`config.mk`:
```
export PLATFORM = sky130hd
export DESIGN_NAME = int_to_fpu_encoder
export DESIGN_NICKNAME = d
export VERILOG_FILES = /design/src/rtl/fpu_pkg.sv /design/src/rtl/lzc32.sv /design/src/rtl/int_to_fpu_encoder.sv
export SDC_FILE = /design/constraint.sdc
export NUM_CORES = 1
export LEC_CHECK = 0
export ABC_AREA = 1
export BUFFER_PORTS_ARGS = -buffer_cell sky130_fd_sc_hd__buf_2
export CAP_MARGIN = 20
export CORE_MARGIN = 2
export CORE_UTILIZATION = 35
export DETAILED_ROUTE_END_ITERATION = 8
export PLACE_DENSITY = 0.57
export SLEW_MARGIN = 20
export SYNTH_ARGS = -nofsm -noshare
export SYNTH_HDL_FRONTEND = slang
export SYNTH_HIERARCHICAL = 1
export SYNTH_SLANG_ARGS = --single-unit
```
`constraint.sdc`:
```
create_clock -name clock100KHz -period 4.4 [get_ports clock100KHz]
set_clock_uncertainty 0.1 [all_clocks]
set_input_delay 0.22 -clock clock100KHz [delete_from_list [all_inputs] [get_ports clock100KHz]]
set_output_delay 0.22 -clock clock100KHz [all_outputs]
set_load 0.02 [all_outputs]
```
`src/rtl/fpu_pkg.sv`:
```
// rtl/fpu_pkg.sv - shared float field layout and one-hot status encoding
package fpu_pkg;

    localparam int EXP_W    = 6;
    localparam int FRAC_W   = 25;
    localparam int SIGN_BIT = 31;
    localparam int EXP_MSB  = 30;
    localparam int EXP_LSB  = 25;

    typedef enum logic [3:0] {
        EXACT     = 4'b0001,
        INEXACT   = 4'b0010,
        OVERFLOW  = 4'b0100,
        UNDERFLOW = 4'b1000
    } status_t;

endpackage

```
`src/rtl/lzc32.sv`:
```
// rtl/lzc32.sv - 32-bit leading-zero counter, returns 32 for an all-zero word
module lzc32 (
    input  logic [31:0] data_i,
    output logic [5:0]  count_o
);

    // Scan upward so the highest set bit is the last one to update the count
    always_comb begin
        count_o = 6'd32;
        for (int i = 0; i < 32; i++) begin
            if (data_i[i]) begin
                count_o = 6'(31 - i);
            end
        end
    end

endmodule

```
`src/rtl/int_to_fpu_encoder.sv`:
```
// rtl/int_to_fpu_encoder.sv - integer to FPU float encoder; optional INT2FPU_FAST_NORM_EN
module int_to_fpu_encoder
    import fpu_pkg::*;
#(
    parameter int BIAS      = 31,
    parameter bit SIGNED_IN = 1'b1
) (
    input  logic        clock100KHz,
    input  logic        reset,
    input  logic [31:0] int_in,
    input  logic        in_valid,
    output logic        in_ready,
    output logic [31:0] data_out,
    output logic [3:0]  status_out,
    output logic        out_valid,
    input  logic        out_ready
);

    typedef enum logic [2:0] {
        S_IDLE,
        S_ABS,
        S_NORM,
        S_ROUND,
        S_DONE
    } state_t;

    state_t      state_q, state_d;
    logic [31:0] mag_q, mag_d;
    logic [5:0]  lz_q, lz_d;
    logic        sign_q, sign_d;
    logic [31:0] data_q, data_d;
    logic [3:0]  status_q, status_d;
    logic        out_valid_q, out_valid_d;

    logic              accept;
    logic              in_neg;
    logic [31:0]       in_mag;
    logic [6:0]        exp_raw;
    logic [6:0]        exp_rnd;
    logic [FRAC_W:0]   frac_sum;
    logic [FRAC_W-1:0] frac_rnd;
    logic              guard;
    logic              sticky;

    assign in_ready   = (state_q == S_IDLE) && reset;
    assign accept     = in_valid && in_ready;
    assign data_out   = data_q;
    assign status_out = status_q;
    assign out_valid  = out_valid_q;

    // mag_q holds the raw operand while in ABS; -2^31 negates onto itself
    assign in_neg = SIGNED_IN & mag_q[31];
    assign in_mag = in_neg ? (~mag_q + 32'd1) : mag_q;

    // Round to nearest, ties away from zero; a fraction carry bumps the exponent
    assign exp_raw  = 7'(BIAS) + 7'd31 - {1'b0, lz_q};
    assign guard    = mag_q[5];
    assign sticky   = |mag_q[4:0];
    assign frac_sum = {1'b0, mag_q[30:6]} + {{FRAC_W{1'b0}}, guard};
    assign frac_rnd = frac_sum[FRAC_W-1:0];
    assign exp_rnd  = exp_raw + {6'd0, frac_sum[FRAC_W]};

`ifdef INT2FPU_FAST_NORM_EN
    logic [5:0] lz_cnt;

    lzc32 u_lzc32 (
        .data_i  (mag_q),
        .count_o (lz_cnt)
    );
`endif

    // Next-state, datapath and output register updates
    always_comb begin
        state_d     = state_q;
        mag_d       = mag_q;
        lz_d        = lz_q;
        sign_d      = sign_q;
        data_d      = data_q;
        status_d    = status_q;
        out_valid_d = out_valid_q;

        case (state_q)
            S_IDLE: begin
                if (accept) begin
                    mag_d   = int_in;
                    lz_d    = 6'd0;
                    state_d = S_ABS;
                end
            end
            S_ABS: begin
                sign_d = in_neg;
                mag_d  = in_mag;
                if (in_mag == 32'd0) begin
                    data_d      = 32'd0;
                    status_d    = EXACT;
                    out_valid_d = 1'b1;
                    state_d     = S_DONE;
                end else begin
                    state_d = S_NORM;
                end
            end
            S_NORM: begin
`ifdef INT2FPU_FAST_NORM_EN
                mag_d   = mag_q << lz_cnt;
                lz_d    = lz_cnt;
                state_d = S_ROUND;
`else
                if (mag_q[31]) begin
                    state_d = S_ROUND;
                end else begin
                    mag_d = {mag_q[30:0], 1'b0};
                    lz_d  = lz_q + 6'd1;
                end
`endif
            end
            S_ROUND: begin
                data_d[SIGN_BIT]        = sign_q;
                data_d[EXP_MSB:EXP_LSB] = exp_rnd[EXP_W-1:0];
                data_d[FRAC_W-1:0]      = frac_rnd;
                if (exp_rnd > 7'd63) begin
                    data_d   = 32'd0;
                    status_d = OVERFLOW;
                end else if (exp_rnd == 7'd0) begin
                    status_d = UNDERFLOW;
                end else if (guard || sticky) begin
                    status_d = INEXACT;
                end else begin
                    status_d = EXACT;
                end
                out_valid_d = 1'b1;
                state_d     = S_DONE;
            end
            S_DONE: begin
                if (out_ready) begin
                    out_valid_d = 1'b0;
                    state_d     = S_IDLE;
                end
            end
            default: begin
                state_d = S_IDLE;
            end
        endcase
    end

    // State and datapath registers with synchronous active-low clear
    always_ff @(posedge clock100KHz) begin
        if (!reset) begin
            state_q     <= S_IDLE;
            mag_q       <= 32'd0;
            lz_q        <= 6'd0;
            sign_q      <= 1'b0;
            data_q      <= 32'd0;
            status_q    <= 4'd0;
            out_valid_q <= 1'b0;
        end else begin
            state_q     <= state_d;
            mag_q       <= mag_d;
            lz_q        <= lz_d;
            sign_q      <= sign_d;
            data_q      <= data_d;
            status_q    <= status_d;
            out_valid_q <= out_valid_d;
        end
    end

endmodule
```
-- After elaboration in Yosys (flattened, before gate mapping)
Index checks and enable logic that the tools add are counted.
- add/sub/neg operators: 5
- magnitude comparators: 1
- equality and inequality tests: 9
- multiplexer cells: 23
- bitwise gates (word level): 1
- reduce and logical (&&, ||, !) cells: 17
- operators with widths (kind ; count):
    2-to-1 mux 32 bit ; 5
    one-hot mux 32 bit (3 select lines) ; 1
    one-hot mux 32 bit (2 select lines) ; 1
    adder 32 x 1 -> 32 bit (second input constant) ; 1
    zero test 32 bit ; 1
    NOT 32 bit ; 1
    adder 25 x 1 -> 26 bit ; 1
    one-hot mux 3 bit (5 select lines) ; 1
    2-to-1 mux 3 bit ; 4
    2-to-1 mux 4 bit ; 3
    2-to-1 mux 6 bit ; 2
    one-hot mux 6 bit (2 select lines) ; 1
    AND reduction 3 bit ; 4
    != test 2 bit (second input constant) ; 5
    one-hot mux 4 bit (2 select lines) ; 1
    adder 7 x 1 -> 7 bit ; 1
    greater-than comparator 7 x 6 -> 1 bit (second input constant) ; 1
    zero test 7 bit ; 1
    subtractor 6 x 6 -> 7 bit (first input constant) ; 1
    adder 6 x 1 -> 6 bit (second input constant) ; 1
    equality test 3 x 2 -> 1 bit (second input constant) ; 2
    nonzero test 3 bit ; 2
    OR reduction 5 bit ; 1
    AND reduction 2 bit ; 2
    other kinds (9) ; 12
- register bits after elaboration: 79
- bits of input ports: 36
- word-level logic and storage cells: 64

-- Logic depth before layout (Yosys ltp)
- depth after elaboration: 6
- depth in mapped cells: 24

-- Worst setup path after synthesis
Ideal clock, no wire load.
- kind: reg-to-reg
- start: register mag_q[5]
- end: register data_q[13] (netlist: data_out[13])
- setup time: 0.070 ns
- data arrival time: 3.316 ns
- data required time: 4.230 ns
- path slack: 0.913 ns
- stages on the path, launching flop included: 21
- path buffers: 0
- period minus slack after synthesis: 3.487 ns
- cells stage by stage: dfxtp_1 > ha_1 > nand4_1 > nor3_2 > nand2_1 > inv_1 > nand3_1 > nor3_2 > nand3_1 > nor2_1 > nand3_1 > nor4_1 > nand2_1 > ha_1 > ha_1 > nand3_1 > nor3b_1 > nor2_2 > clkinv_1 > a2111o_1 > a21oi_1
- word-level cells in the longest chain between the ends: 6
- elaborated cells between the ends (all ways): 11
- RTL lines (item ; line ; source):
    start, declared ; int_to_fpu_encoder.sv:28 ; logic [31:0] mag_q, mag_d;
    start signal, assigned ; int_to_fpu_encoder.sv:157 ; mag_q <= mag_d;
    parallel branches: the longest is 6 deep, another holds adder 25 x 1 -> 26 bit ; - ;
    end signal, assigned ; int_to_fpu_encoder.sv:160 ; data_q <= data_d;
    end, declared ; int_to_fpu_encoder.sv:31 ; logic [31:0] data_q, data_d;
Parallel ways; which one is timed is not known.
A chain may end at the register's enable or synchronous reset.

-- Final worst setup path
- start: register mag_q[5]
- end: register data_q[20] (netlist: data_out[20])
Same word-level chain as after synthesis.

==> results.cfg <==
[logic_synthesis]
ys_warn_count = 6
syn-instance-count = 802
synth_mux_area_share_pct = 0
syn_avg_cell_area_sq_um = 6.47
synth_fp_nets = 846
synth_edf_count = 0
synth_top_family_by_area = simple AND/OR/NAND/NOR gates
synthSimpleGateAreaFrac_pct = 37.6
ys_ff_latch = 79
synth_cell_types = 47
synth_fa_ha_area_share_pct = 1.93
dominantRegCellSynth = dfxtp_1
async_flop_share_pct = 0
seq_area_frac_synth_pct = 30.5
synth_area_sq_mm = 0.00519
synthXorXnorAreaFrac_pct = 0.844
synth_compound_area_share_pct = 19.1

[cts]
clockBufferDepth = 2
postCtsHoldBufs = 0
cts_buffers = 9
clk_pin_slew_ps = 60
cts_sinks = 79
cts-root-buf = clkbuf_16
cts_tree = yes
htreeDepth = 3
worstSkewPairLatency_ps = 360

[sta]
setup_violations = 0
timing.final.ws_setup_ps = 427
slew_viol_final = 0
max_slew_margin_pct = 50.6
hold_viol = 0
clock.fmax_ghz = 0.252
setup_tns_ps = 0
tightest_slew_ps = 741
fin_crit_sh_pct = 90.3
grt_setup_unrepaired = false
fin_crit_ps = 3970

[route]
drt-initial-drc-count = 375
viasPerCell = 5.28
ant_nets = 0
wirelength_um = 16300
vias = 5521
post_drt_wl_per_cell_um = 15.6
dr.pass1.iters = 5
drc = 0

[placed_design]
numPortBuffers = 73
place_congestion = 0.885
post-dp-hpwl_um = 11800
place_ws_ps = 344

[critical_path]
worst_ep_required_time_ps = 4580
ff2ff_path_depth = 22
crit_path_end = data_out[20]$_SDFFE_PN0P_
cp_common_cell = nand3_1
crit_start = mag_q[5]$_SDFFE_PN0P_
r2r_slack_ps = 430
r2r_end = data_out[20]$_SDFFE_PN0P_
cp_slowest_cell = dfxtp_2
worst_ep_arrival_time_ps = 4150
path_class = flop to flop
endpoint_kind = flop
critPathLaunchType = flop
r2r_start = mag_q[5]$_SDFFE_PN0P_
crit_fanout = 5
crit_chain = ha_1 -> nand4_1 -> nor3_4 -> nand2_1 -> inv_1 -> nand3_1 -> nor3_2 -> nand3_1 -> nor2_1 -> nand3_1 -> nor4_2 -> nand2_1 -> ha_1 -> ha_1 -> nand3_1 -> nor3b_1 -> nor2_2 -> clkinvlp_4 -> buf_4 -> a21oi_1 -> o21ai_0 -> a21oi_1
cp_slowest_stage_delay_ps = 370

[min_path]
min_from = int_in[0]
min_path_type = primary input to flop

[grt]
grt_pass1_wl_um = 27000
grt_overflow_total = 0
grt_max_degree = 67
grt_antenna_before_repair = 0
grt.total_usage_pct = 21.1
grt_pass1_vias = 5272

[floorplanning]
die_h_um = 126
core_sq_mm = 0.0145
ioPinCount = 74
die_width_um = 126
start_util_pct = 35.7
die_area_sq_mm = 0.0158
row_count = 44

[layout]
drive_gt1_share_pct = 17.0
nets = 900
area_growth_pct = 15.5
layout_common_cells = 244 x nand2_1, 77 x dfxtp_1, 73 x nand3_1, 73 x buf_2, 72 x inv_1
antenna_cells = 0
final_common_cell = nand2_1

[pwr]
power_density_mw_per_mm2 = 644
p_seq_share_pct = 27.4
vdd_ir_drop_max_v = 0.000296
p_total_mw = 3.86
power.internal_mw = 1.93
switching_share_pct = 50.0
combPwrFrac_pct = 52.5
total_leakage_power_nw = 2.56
p_sw_mw = 1.93
p_clk_share_pct = 20.1

[job]
cap_violations = 0

[run_status]
status = finished, final reports clean
-- flip-flops by register name (all words and copies together) (netlist names) --
signal and count:
state_q 3, lz_q 6, status_out 4, sign_q 1, out_valid 1, mag_q 32
data_out 32
-- layout make-up --
type / count / area, sq um
Fill cell: 1612 / 8540
Multi-Input combinational cell: 601 / 3110
Sequential cell: 79 / 1580
Timing Repair Buffer: 86 / 467
Inverter: 79 / 303
Tap cell: 184 / 230
Clock buffer: 9 / 225
Clock inverter: 7 / 80.1
-- cell families after synthesis --
kind of cell	Yosys count
xor+xnor	5
compound gates	149
flops	79
buf+inv	122
simple gates	439
fa+ha+maj	8
-- power by group through the flow --
stage	combinational [mW]	sequential (mW)	clock [mW]
2_1_floorplan	1.62	0.966	0
3_3_place_gp	2.01	1.07	0
3_5_place_dp	2.00	1.07	0
4_1_cts	2.01	1.05	0.798
5_1_grt	2.29	1.08	0.827
6_report	2.03	1.06	0.777
-- worst min path at each step --
stage / to / slack (ps) / cells past startpoint
floorplan: mag_q[0]$_SDFFE_PN0P_ / 290 / 2
global placement: data_out[15]$_SDFFE_PN0P_ / 350 / 2
detailed placement: data_out[15]$_SDFFE_PN0P_ / 350 / 2
CTS: mag_q[0]$_SDFFE_PN0P_ / 20 / 3
global route: mag_q[0]$_SDFFE_PN0P_ / 60 / 3
finish: mag_q[0]$_SDFFE_PN0P_ / 30 / 3
-- what timing repair did --
| item | in CTS | in global routing |
|---|---|---|
| setup endpoints to repair | 0 | 8 |
| gates resized for setup | 0 | 6 |
| setup buffers | 0 | 3 |
-- critical path, delay by kind of cell, from the launching register on --
kind                       cells  cell delay (ps)
buffers and inverters          3              530
adders and majority gates      3              650
AOI/OAI and AO/OA              3              350
DFF                            1              370
and+or+nand+nor               13             1900
-- layer usage --
layer / vias to the layer above / global-route usage (%) / part of all wire, %
li1: 2819 / - / -
met1: 2567 / 28.8 / 49
met2: 121 / 33.7 / 45
met3: 14 / 4.04 / 4.6
met4: 0 / 6.85 / 1.6
met5: - / 0 / 0
-- synthesized netlist by cell type (all sizes together) (4+ instances only) --
cell / count / share of area [%]
ha: 8 / 1.9
o221ai: 4 / 0.67
nand3: 74 / 7.2
inv: 76 / 5.5
a41oi: 4 / 0.67
a21oi: 51 / 5.0
buf: 21 / 2.6
o21ai: 26 / 2.5
nor2: 79 / 6.9
a221oi: 44 / 7.4
nor3: 15 / 1.8
xor2: 4 / 0.67
dfxtp: 79 / 30
clkbuf: 22 / 1.6
nand2: 255 / 19
nand4: 8 / 1.4
a211oi: 7 / 1.0
-- per-stage QoR --
step	std cells	area [sq um]	util, %	hold WS (ps)
after floorplan	802	5190	-	287
after global placement	1026	5650	38.9	347
after detailed placement	1026	5650	38.9	350
after CTS	1042	5950	41.0	23.8
after global routing	1045	6000	41.3	58.4
final	1045	6000	41.3	32.8
(Power assumes the default switching activity.)
